===== config.mk =====
export PLATFORM = sky130hd
export DESIGN_NAME = line_fetch_ctrl
export DESIGN_NICKNAME = d
export VERILOG_FILES = /design/src/rtl/cache_pkg.sv /design/src/rtl/fetch_beat_cnt.sv /design/src/rtl/line_fetch_ctrl.sv
export SDC_FILE = /design/constraint.sdc
export NUM_CORES = 1
export LEC_CHECK = 0
export BUFFER_PORTS_ARGS = -buffer_cell sky130_fd_sc_hd__buf_2
export CORE_AREA = 8 8 94 96
export DETAILED_ROUTE_END_ITERATION = 6
export DIE_AREA = 0 0 102 104
export GPL_TIMING_DRIVEN = 0
export PLACE_DENSITY = 0.78
export SYNTH_ARGS = -nofsm -noshare
export SYNTH_HDL_FRONTEND = slang
export SYNTH_SLANG_ARGS = --single-unit

===== constraint.sdc =====
create_clock -name clk -period 3.6 [get_ports clk]
set_input_delay 0.72 -clock clk [delete_from_list [all_inputs] [get_ports clk]]
set_output_delay 0.72 -clock clk [all_outputs]
set_load 0.02 [all_outputs]

===== src/rtl/cache_pkg.sv =====
// Shared cache types: fetch command encoding, refill FSM states, status encodings.
// Optional macro LINE_FETCH_WB_EN adds the victim writeback states.
package cache_pkg;

  typedef enum logic [1:0] {
    FETCH_NONE    = 2'b00,
    FETCH_LINE    = 2'b01,
    FETCH_WB_LINE = 2'b10,
    FETCH_RSVD    = 2'b11
  } fetch_cmd_t;

  // Encodings are fixed so both builds share the same state register layout.
  typedef enum logic [2:0] {
    StIdle     = 3'd0,
`ifdef LINE_FETCH_WB_EN
    StWbAddr   = 3'd1,
    StWbRd     = 3'd2,
    StWbData   = 3'd3,
`endif
    StFillAddr = 3'd4,
    StFillData = 3'd5,
    StDone     = 3'd6
  } line_fetch_state_t;

  typedef enum logic [1:0] {
    ProcIdle = 2'b00,
    ProcBusy = 2'b01,
    ProcDone = 2'b10,
    ProcErr  = 2'b11
  } proc_status_t;

  typedef enum logic [1:0] {
    AccHit   = 2'b00,
    AccMiss  = 2'b01,
    AccFill  = 2'b10,
    AccEvict = 2'b11
  } acc_status_t;

endpackage


===== src/rtl/fetch_beat_cnt.sv =====
// Beat counter for line bursts: clear has priority, increment wraps at 2**Width.
module fetch_beat_cnt #(
  parameter int unsigned Width = 5
) (
  input  logic             clk,
  input  logic             rst_n,
  input  logic             clr_i,
  input  logic             inc_i,
  output logic [Width-1:0] cnt_o,
  output logic             last_o
);

  logic [Width-1:0] cnt_q, cnt_d;

  // Next count: clear wins over increment.
  always_comb begin
    cnt_d = cnt_q;
    if (clr_i) begin
      cnt_d = '0;
    end else if (inc_i) begin
      cnt_d = cnt_q + Width'(1);
    end
  end

  // Count register.
  always_ff @(posedge clk or negedge rst_n) begin
    if (!rst_n) begin
      cnt_q <= '0;
    end else begin
      cnt_q <= cnt_d;
    end
  end

  assign cnt_o  = cnt_q;
  // Line length is a power of two, so the last beat is all ones.
  assign last_o = &cnt_q;

endmodule


===== src/rtl/line_fetch_ctrl.sv =====
// Line refill engine: optional victim writeback, then burst fill of one cache line.
// Macro LINE_FETCH_WB_EN enables the writeback path; without it cmd 10 acts as cmd 01.
module line_fetch_ctrl
  import cache_pkg::*;
#(
  parameter int unsigned addr_width = 32,
  parameter int unsigned list_depth = 4,
  parameter int unsigned data_width = 32,
  parameter int unsigned list_width = 32,
  localparam int unsigned TW = $clog2(list_depth),
  localparam int unsigned OW = $clog2(list_width)
) (
  input  logic                  clk,
  input  logic                  rst_n,
  input  logic                  fetch_req,
  output logic                  fetch_gnt,
  input  logic [1:0]            fetch_cmd,
  input  logic [TW-1:0]         fetch_tag,
  input  logic [addr_width-1:0] fetch_addr,
  input  logic [addr_width-1:0] fetch_evict_addr,
  output logic                  fetch_done,
  output logic                  mem_ren,
  output logic [TW+OW-1:0]      mem_raddr,
  input  logic [data_width-1:0] mem_rdata,
  output logic                  mem_wen,
  output logic [TW+OW-1:0]      mem_waddr,
  output logic [data_width-1:0] mem_wdata,
  input  logic                  mem_wready,
  output logic                  bus_req,
  output logic                  bus_we,
  output logic [addr_width-1:0] bus_addr,
  input  logic                  bus_gnt,
  output logic                  bus_wvalid,
  output logic [data_width-1:0] bus_wdata,
  input  logic                  bus_wready,
  input  logic                  bus_rvalid,
  input  logic [data_width-1:0] bus_rdata,
  output logic                  bus_rready
);

  line_fetch_state_t     state_q, state_d;
  logic [TW-1:0]         tag_q;
  logic [addr_width-1:0] addr_q;
  logic                  fetch_done_q;
  logic                  hs;
  logic                  cnt_clr, cnt_inc, cnt_last;
  logic [OW-1:0]         cnt;

  assign hs = (state_q == StIdle) && fetch_req;

`ifdef LINE_FETCH_WB_EN
  logic [addr_width-1:0] evict_q;
  logic [data_width-1:0] word_q;
  logic                  wb_first_q;
`else
  logic unused_wb;
  assign unused_wb = ^{fetch_evict_addr, mem_rdata, bus_wready};
`endif

  fetch_beat_cnt #(
    .Width (OW)
  ) u_beat_cnt (
    .clk    (clk),
    .rst_n  (rst_n),
    .clr_i  (cnt_clr),
    .inc_i  (cnt_inc),
    .cnt_o  (cnt),
    .last_o (cnt_last)
  );

  // Next state and all outputs decoded from the current state.
  always_comb begin
    state_d    = state_q;
    cnt_clr    = 1'b0;
    cnt_inc    = 1'b0;
    fetch_gnt  = 1'b0;
    mem_ren    = 1'b0;
    mem_raddr  = '0;
    mem_wen    = 1'b0;
    mem_waddr  = '0;
    mem_wdata  = '0;
    bus_req    = 1'b0;
    bus_we     = 1'b0;
    bus_addr   = '0;
    bus_wvalid = 1'b0;
    bus_wdata  = '0;
    bus_rready = 1'b0;
    unique case (state_q)
      StIdle: begin
        fetch_gnt = fetch_req;
        if (fetch_req) begin
          cnt_clr = 1'b1;
          case (fetch_cmd_t'(fetch_cmd))
            FETCH_LINE:    state_d = StFillAddr;
`ifdef LINE_FETCH_WB_EN
            FETCH_WB_LINE: state_d = StWbAddr;
`else
            FETCH_WB_LINE: state_d = StFillAddr;
`endif
            default:       state_d = StDone;
          endcase
        end
      end
`ifdef LINE_FETCH_WB_EN
      StWbAddr: begin
        bus_req  = 1'b1;
        bus_we   = 1'b1;
        bus_addr = evict_q;
        if (bus_gnt) state_d = StWbRd;
      end
      StWbRd: begin
        mem_ren   = 1'b1;
        mem_raddr = {tag_q, cnt};
        state_d   = StWbData;
      end
      StWbData: begin
        bus_wvalid = 1'b1;
        // Read data is only valid in the first cycle; hold it from word_q afterwards.
        bus_wdata  = wb_first_q ? mem_rdata : word_q;
        if (bus_wready) begin
          if (cnt_last) begin
            cnt_clr = 1'b1;
            state_d = StFillAddr;
          end else begin
            cnt_inc = 1'b1;
            state_d = StWbRd;
          end
        end
      end
`endif
      StFillAddr: begin
        bus_req  = 1'b1;
        bus_addr = addr_q;
        if (bus_gnt) state_d = StFillData;
      end
      StFillData: begin
        bus_rready = mem_wready;
        mem_wen    = bus_rvalid;
        mem_waddr  = {tag_q, cnt};
        mem_wdata  = bus_rdata;
        if (bus_rvalid && mem_wready) begin
          cnt_inc = 1'b1;
          if (cnt_last) state_d = StDone;
        end
      end
      StDone: begin
        state_d = StIdle;
      end
      default: begin
        state_d = StIdle;
      end
    endcase
  end

  // State, request latches and the registered completion pulse.
  always_ff @(posedge clk or negedge rst_n) begin
    if (!rst_n) begin
      state_q      <= StIdle;
      tag_q        <= '0;
      addr_q       <= '0;
      fetch_done_q <= 1'b0;
    end else begin
      state_q      <= state_d;
      fetch_done_q <= (state_d == StDone);
      if (hs) begin
        tag_q  <= fetch_tag;
        addr_q <= fetch_addr;
      end
    end
  end

`ifdef LINE_FETCH_WB_EN
  // Victim address latch and writeback word holding register.
  always_ff @(posedge clk or negedge rst_n) begin
    if (!rst_n) begin
      evict_q    <= '0;
      word_q     <= '0;
      wb_first_q <= 1'b0;
    end else begin
      wb_first_q <= (state_q == StWbRd);
      if (hs) evict_q <= fetch_evict_addr;
      if (state_q == StWbData && wb_first_q) word_q <= mem_rdata;
    end
  end
`endif

  assign fetch_done = fetch_done_q;

endmodule


==> results of run 1 <==
## power groups by stage
stage	registers (W)	clock network [W]	logic, W
4_1_cts	0.000785	0.000302	0.00149
2_1_floorplan	0.000766	0	0.00102
6_report	0.000783	0.000285	0.00146
3_5_place_dp	0.000795	0	0.00149
3_3_place_gp	0.000782	0	0.00147
5_1_grt	0.000812	0.000325	0.00162
## flip-flops by register name, summed over array words and instances, names as in the netlist
register / cells
addr_q: 32
fetch_done: 1
state_q: 3
tag_q: 2
u_beat_cnt.cnt_o: 5
## cell usage in the layout, fill, tap and decap left out, types with 2 or more instances in the layout
cell type  instances
buf_2            149
nand2_1          107
and2_1            74
buf_4             43
dfrtp_1           43
conb_1            42
clkbuf_1          10
nand3_1            5
clkbuf_8           5
buf_6              4
buf_12             3
mux2i_1            2
o21ai_0            2
a21oi_1            2
ha_1               2
## critical path, stage by stage (launching register included)
cell      delay (ps)
dfrtp_1          400
nand2b_1         170
nor2_1           420
clkbuf_1         340
and2_1           180
buf_2            170
## through the flow
| stage | utilization [%] | std cells | hold WS, ps | worst slack, ps |
|---|---|---|---|---|
| finish | 49.9 | 610 | 467 | 913 |
| floorplan | - | 351 | 424 | 1370 |
| global placement | 48.9 | 602 | 449 | 1090 |
| detailed placement | 48.9 | 602 | 455 | 1090 |
| global route | 49.9 | 610 | 489 | 667 |
| CTS | 49.9 | 610 | 474 | 859 |
## worst min path at each step
stage / startpoint / to / slack [ps]
5_1_grt: addr_q[12] / addr_q[12] / 490
3_5_place_dp: addr_q[19] / addr_q[19] / 450
6_report: addr_q[2] / addr_q[2] / 470
4_1_cts: addr_q[19] / addr_q[19] / 470
2_1_floorplan: rst_n / addr_q[0] / 420
3_3_place_gp: addr_q[29] / addr_q[29] / 450
## per-layer routing
metal	share of wire (%)	vias up
li1	-	1257
met1	36	1055
met2	51	128
met3	12	2
met4	0.10	0
met5	0	-
## logic make-up (layout without fill, tap and decap cells)
logic type	count (synthesis)	after routing	share of synthesized area, %
and+or+nand+nor	193	193	36.0
buffers and inverters	59	216	18.2
DFF	43	43	41.2
AOI/OAI and AO/OA	9	9	2.40
adders and majority gates	2	2	0.958
muxes	2	2	0.767
other	1	42	0.144
xor gates and xnor gates	1	1	0.335
## cell usage after synthesis, types with 2 or more instances
| library cell | number |
|---|---|
| nand2_1 | 107 |
| buf_12 | 3 |
| ha_1 | 2 |
| o21ai_0 | 2 |
| buf_6 | 4 |
| a21oi_1 | 2 |
| clkbuf_1 | 8 |
| nand3_1 | 5 |
| and2_1 | 74 |
| dfrtp_1 | 43 |
| mux2i_1 | 2 |
| buf_4 | 43 |
## final cells by class
class                      instances  share of cell area, %
multi-input combinational        249                   32.7
sequential                        43                   28.9
timing repair buffer             149                   20.0
buffer                            58                   12.3
tap                              102                   3.43
clock buffer                       7                   2.05
inverter                           1                  0.437
clock inverter                     1                  0.135
==> flow_summary_export.csv, run 1 <==
group,metric,value,unit
synthesis,synth-seq-area-share,41.2,%
synthesis,synth_edf_count,0,
setup_path,crit_path_start,"state_q[1]",
synthesis,synth_top_area_cell,"dfrtp_1",
grt,grt_pass1_wl,12.3,mm
grt,grt-ovfl-total,0,
pwr,combPwrFrac,57.7,%
floorplan,io_pins,257,
final_layout,filler_cell_count,745,
routing,vias,2442,
pwr,static-leakage-power,2.29,nW
routing,drt_iter0_drc,51,
grt,grtUsageMet1,15.0,%
final_layout,syn_to_final_growth,42.5,%
floorplan,dieWidth,102,µm
status,outcome,"complete, no violations",
setup_path,critical_path_peak_fanout,10,
sta,finalCritPeriodShare,74.6,%
floorplan,fp.dieArea,10600,µm²
synthesis,synth-seq-cells,43,
grt,busiest_layer,"met2",
setup_path,cp-end-kind,"primary output",
job,max-cap-violations,0,
routing,via_per_inst,4.00,
synthesis,syn_area_per_cell,8.42,µm²
floorplan,die_h,104,µm
setup_path,rrSetupSlack,2090,ps
sta,setup_tns,0,ps
synthesis,synth_top_area_share,41.2,%
placement,dpl_cell_area,3640,µm²
cts,htreeDepth,2,
floorplan,initial_utilization,35.1,%
setup_path,reg2reg_to,"u_beat_cnt.cnt_o[0]",
routing,remaining_drc_errors,0,
sta,layout_min_cycle_time,2690,ps
setup_path,arrival,1970,ps
final_layout,seq_area,1080,µm²
grt,grt_pass1_vias,2490,
cts,numCtsBuffers,5,
synthesis,netlist_area,2610,µm²
placement,place_hpwl,6.68,mm
cts,clkSinkCount,43,
pwr,powerDensity,680,nW/µm²
pwr,p_total,0.00253,W
final_layout,diodes,0,
grt,grt_max_degree,44,
grt,antenna_found_initial,0,
sta,rsz0062_at_grt,"false",
pwr,p_sw,0.00116,W
grt,use_met2,26.1,%
sta,final-hold-violation-count,0,
setup_path,cp-endpoint,"bus_addr[3]",
routing,wl,7.79,mm
cts,cts_root_buffer,"clkbuf_8",
min_path,hold_class,"register to register",
cts,cts_tree,"done",
setup_path,critPathKind,"register to primary output",
cts,clk_latency,280,ps
sta,setup_viol,0,
floorplan,rows,32,
floorplan,coreArea,7450,µm²
synthesis,synth_ff_type,"dfrtp_1",
pwr,netSwitchingFraction,45.9,%
final_layout,final_nets,648,
placement,portBuffers,149,
grt,grt.total_usage,14.5,%
cts,clkSlewWorstSetupHoldPaths,80,ps
cts,cts_setup_buffers,0,
min_path,hold-path-cell-count,2,
cts,cts_resized,0,
sta,relSlewSlack,35.0,%
setup_path,rr_startpoint,"state_q[1]",
sta,final_max_slew_viol_count,0,
final_layout,drive_above_1_share,41.1,%
sta,worst_slew_pin_slew,975,ps
pwr,ir_worst_vdd,0.236,mV
cts,clk_path_buf_depth,2,
final_layout,multi_input_area,1210,µm²
pwr,p_int,0.00137,W
grt,grt.met3_usage,7.16,%
synthesis,synth_warnings,0,
synthesis,async_flop_share,100,%
setup_path,ff2ff_path_depth,5,
routing,antenna_left,0,
cts,ctsHoldBuffers,0,
synthesis,synth.area.top_cells,"dfrtp_1 41%, and2_1 18%, nand2_1 15%",
pwr,seqPwrFrac,31.0,%
synthesis,synthCells,310,
sta,finClkSkew,2.44,ps
sta,max_freq,372,MHz
final_layout,fin_area,3720,µm²
placement,gp_congestion,0.792,
pwr,p_clk_share,11.3,%
synthesis,yosysUniqueCellTypes,27,
setup_path,crit_required,2880,ps
setup_path,crit_path_start_kind,"register",
routing,routedWlPerCell,12.8,µm
routing,dr.pass1.iters,4,
No activity file was read; power rests on OpenSTA's default activity.
==> inputs of run 2 (changes only) <==
--- a/config.mk
+++ b/config.mk
@@ -6,11 +6,11 @@
 export NUM_CORES = 1
 export LEC_CHECK = 0
 export BUFFER_PORTS_ARGS = -buffer_cell sky130_fd_sc_hd__buf_2
-export CORE_AREA = 8 8 94 96
+export CORE_MARGIN = 8
+export CORE_UTILIZATION = 37
 export DETAILED_ROUTE_END_ITERATION = 6
-export DIE_AREA = 0 0 102 104
 export GPL_TIMING_DRIVEN = 0
-export PLACE_DENSITY = 0.78
+export PLACE_DENSITY = 0.8
 export SYNTH_ARGS = -nofsm -noshare
 export SYNTH_HDL_FRONTEND = slang
 export SYNTH_SLANG_ARGS = --single-unit
==> constraint.sdc (replaced) <==
create_clock -name clk -period 2.79 [get_ports clk]
set_input_delay 0.558 -clock clk [delete_from_list [all_inputs] [get_ports clk]]
set_output_delay 0.558 -clock clk [all_outputs]
set_load 0.02 [all_outputs]
==> run 2 against run 1 <==
  * Critical path depth unchanged
  * Final cell count down 0.98%
  * Register-to-register slack worse by 820 ps
  * Clock power up 30%
  * Total power up 29%
  * Wire length down 2.3%
  * Worst hold slack worse by 40 ps
  * Core utilization up 4.4 points
  * Sequential power up 29%
  * Combinational power up 29%
  * Critical path type unchanged
  * Critical endpoint unchanged
  * Largest cell class unchanged
  * Largest power group unchanged
  * Highest routed layer unchanged
==> flow_summary_export.csv, run 2 (synthesis gave the netlist of run 1 again) <==
group,metric,value,unit
status,outcome,"complete, no violations",
final_layout,final_nets,648,
sta,rsz0062_at_grt,"false",
final_layout,filler_cell_count,682,
sta,layout_min_cycle_time,2540,ps
final_layout,drive_above_1_share,41.1,%
grt,grt_max_degree,44,
grt,antenna_found_initial,0,
sta,worst_slew_pin_slew,956,ps
routing,routedWlPerCell,12.6,µm
placement,preCtsSetupSlack,521,ps
cts,clkSlewWorstSetupHoldPaths,80,ps
job,max-cap-violations,0,
sta,relSlewSlack,36.2,%
cts,clk_latency,280,ps
floorplan,die_h,100,µm
routing,wl,7.61,mm
final_layout,final_cells,604,
routing,vias,2443,
final_layout,top_register,"addr_q",
setup_path,cpLargestDelayFamily,"simple AND/OR/NAND/NOR gates",
setup_path,cp_num_buf_inv,2,
routing,drt_iter0_drc,62,
cts,cts_resized,0,
grt,grt-ovfl-total,0,
pwr,p_sw,0.00150,W
pwr,netSwitchingFraction,45.9,%
pwr,ir_worst_vdd,0.318,mV
sta,final-hold-violation-count,0,
routing,dr.pass1.iters,4,
pwr,static-leakage-power,2.29,nW
setup_path,crit_path_start_kind,"register",
placement,dpl.cell_count,596,
cts,clk_path_buf_depth,2,
cts,numCtsBuffers,5,
floorplan,rows,30,
placement,dpl_cell_area,3630,µm²
setup_path,arrival,1980,ps
floorplan,io_pins,257,
sta,setup_viol,0,
floorplan,fp.dieArea,10000,µm²
grt,grt.total_usage,15.2,%
setup_path,critPathKind,"register to primary output",
setup_path,cp-end-kind,"primary output",
min_path,hold_class,"input port to asynchronous set/reset pin",
cts,ctsHoldBuffers,0,
final_layout,largest_reg_flops,32,
pwr,combPwrFrac,57.5,%
cts,cts_tree,"done",
floorplan,dieWidth,100,µm
sta,setup_tns,0,ps
final_layout,fin_area,3710,µm²
cts,clkSinkCount,43,
placement,gp_congestion,0.790,
cts,htreeDepth,2,
pwr,powerDensity,878,nW/µm²
sta,finalCritPeriodShare,91.1,%
placement,place_hpwl,6.43,mm
floorplan,coreArea,6830,µm²
final_layout,mostFrequentLayoutCell,"buf_2",
final_layout,syn_to_final_growth,42.2,%
pwr,p_clk_share,11.4,%
sta,max_freq,393,MHz
setup_path,crit_slowest_cell,"dfrtp_1",
setup_path,path_cells,"nand2b_1 -> nor2_1 -> clkbuf_1 -> and2_1 -> buf_2",
grt,grt_pass1_vias,2558,
routing,via_per_inst,4.04,
routing,remaining_drc_errors,0,
grt,grt_pass1_wl,12.3,mm
sta,finClkSkew,5.59,ps
final_layout,most-common-layout-cells,"149 x buf_2, 107 x nand2_1, 74 x and2_1",
setup_path,crit_required,2230,ps
final_layout,diodes,0,
cts,cts_root_buffer,"clkbuf_8",
placement,portBuffers,149,
sta,fin_ws,247,ps
pwr,p_total,0.00326,W
cts,cts_setup_buffers,0,
setup_path,critical_path_peak_fanout,10,
routing,antenna_left,0,
pwr,p_int,0.00176,W
floorplan,initial_utilization,38.2,%
setup_path,max_stage_delay,410,ps
pwr,seqPwrFrac,31.1,%
sta,final_max_slew_viol_count,0,
[run 2: cell counts in the layout (fill, tap and decap cells not counted)]
Identical to the previous run, type by type.
[run 2: final cells by class]
| class | instances | area (µm²) | area share, % |
|---|---|---|---|
| multi-input combinational | 249 | 1210 | 32.7 |
| clock inverter | 1 | 5.00 | 0.135 |
| sequential | 43 | 1080 | 29.0 |
| buffer | 58 | 458 | 12.3 |
| clock buffer | 7 | 76.3 | 2.06 |
| timing repair buffer | 149 | 746 | 20.1 |
| tap | 96 | 120 | 3.24 |
| inverter | 1 | 16.3 | 0.438 |
[run 2: path summary, 6_finish.rpt]
check / slack, ps / to / start / cells after the start
worst max-delay path: 250 / bus_addr[3] / state_q[1] / 5
worst min-delay path: 430 / addr_q[9] / rst_n / 1
worst max register to register: 1270 / u_beat_cnt.cnt_o[0] / state_q[1] / 5
worst min register to register: 470 / addr_q[29] / addr_q[29] / 2
max in group asynchronous: 1780 / addr_q[29] / rst_n / 1
min in group clk: 460 / addr_q[2] / fetch_addr[2] / 3
[run 2: per-layer routing]
metal,up-vias,part of all wire [%],GRT usage (%)
met1,1055,41,17.0
met5,-,0,0
met4,0,0.74,3.26
met2,128,46,25.2
li1,1256,-,-
met3,4,12,7.68
[run 2: per-stage QoR]
| stage | hold WS [ps] | util (%) |
|---|---|---|
| final | 427 | 54.3 |
| after global routing | 454 | 54.3 |
| after CTS | 451 | 54.3 |
| after detailed placement | 454 | 53.2 |
| after global placement | 449 | 53.2 |
| after floorplan | 262 | - |
[run 2: power by group through the flow]
stage / clock network (W) / registers [W] / logic (W)
after floorplan: 0 / 0.000988 / 0.00132
after global placement: 0 / 0.00101 / 0.00188
after detailed placement: 0 / 0.00103 / 0.00191
after CTS: 0.000392 / 0.00102 / 0.00192
after global routing: 0.000417 / 0.00105 / 0.00209
final: 0.000371 / 0.00101 / 0.00188
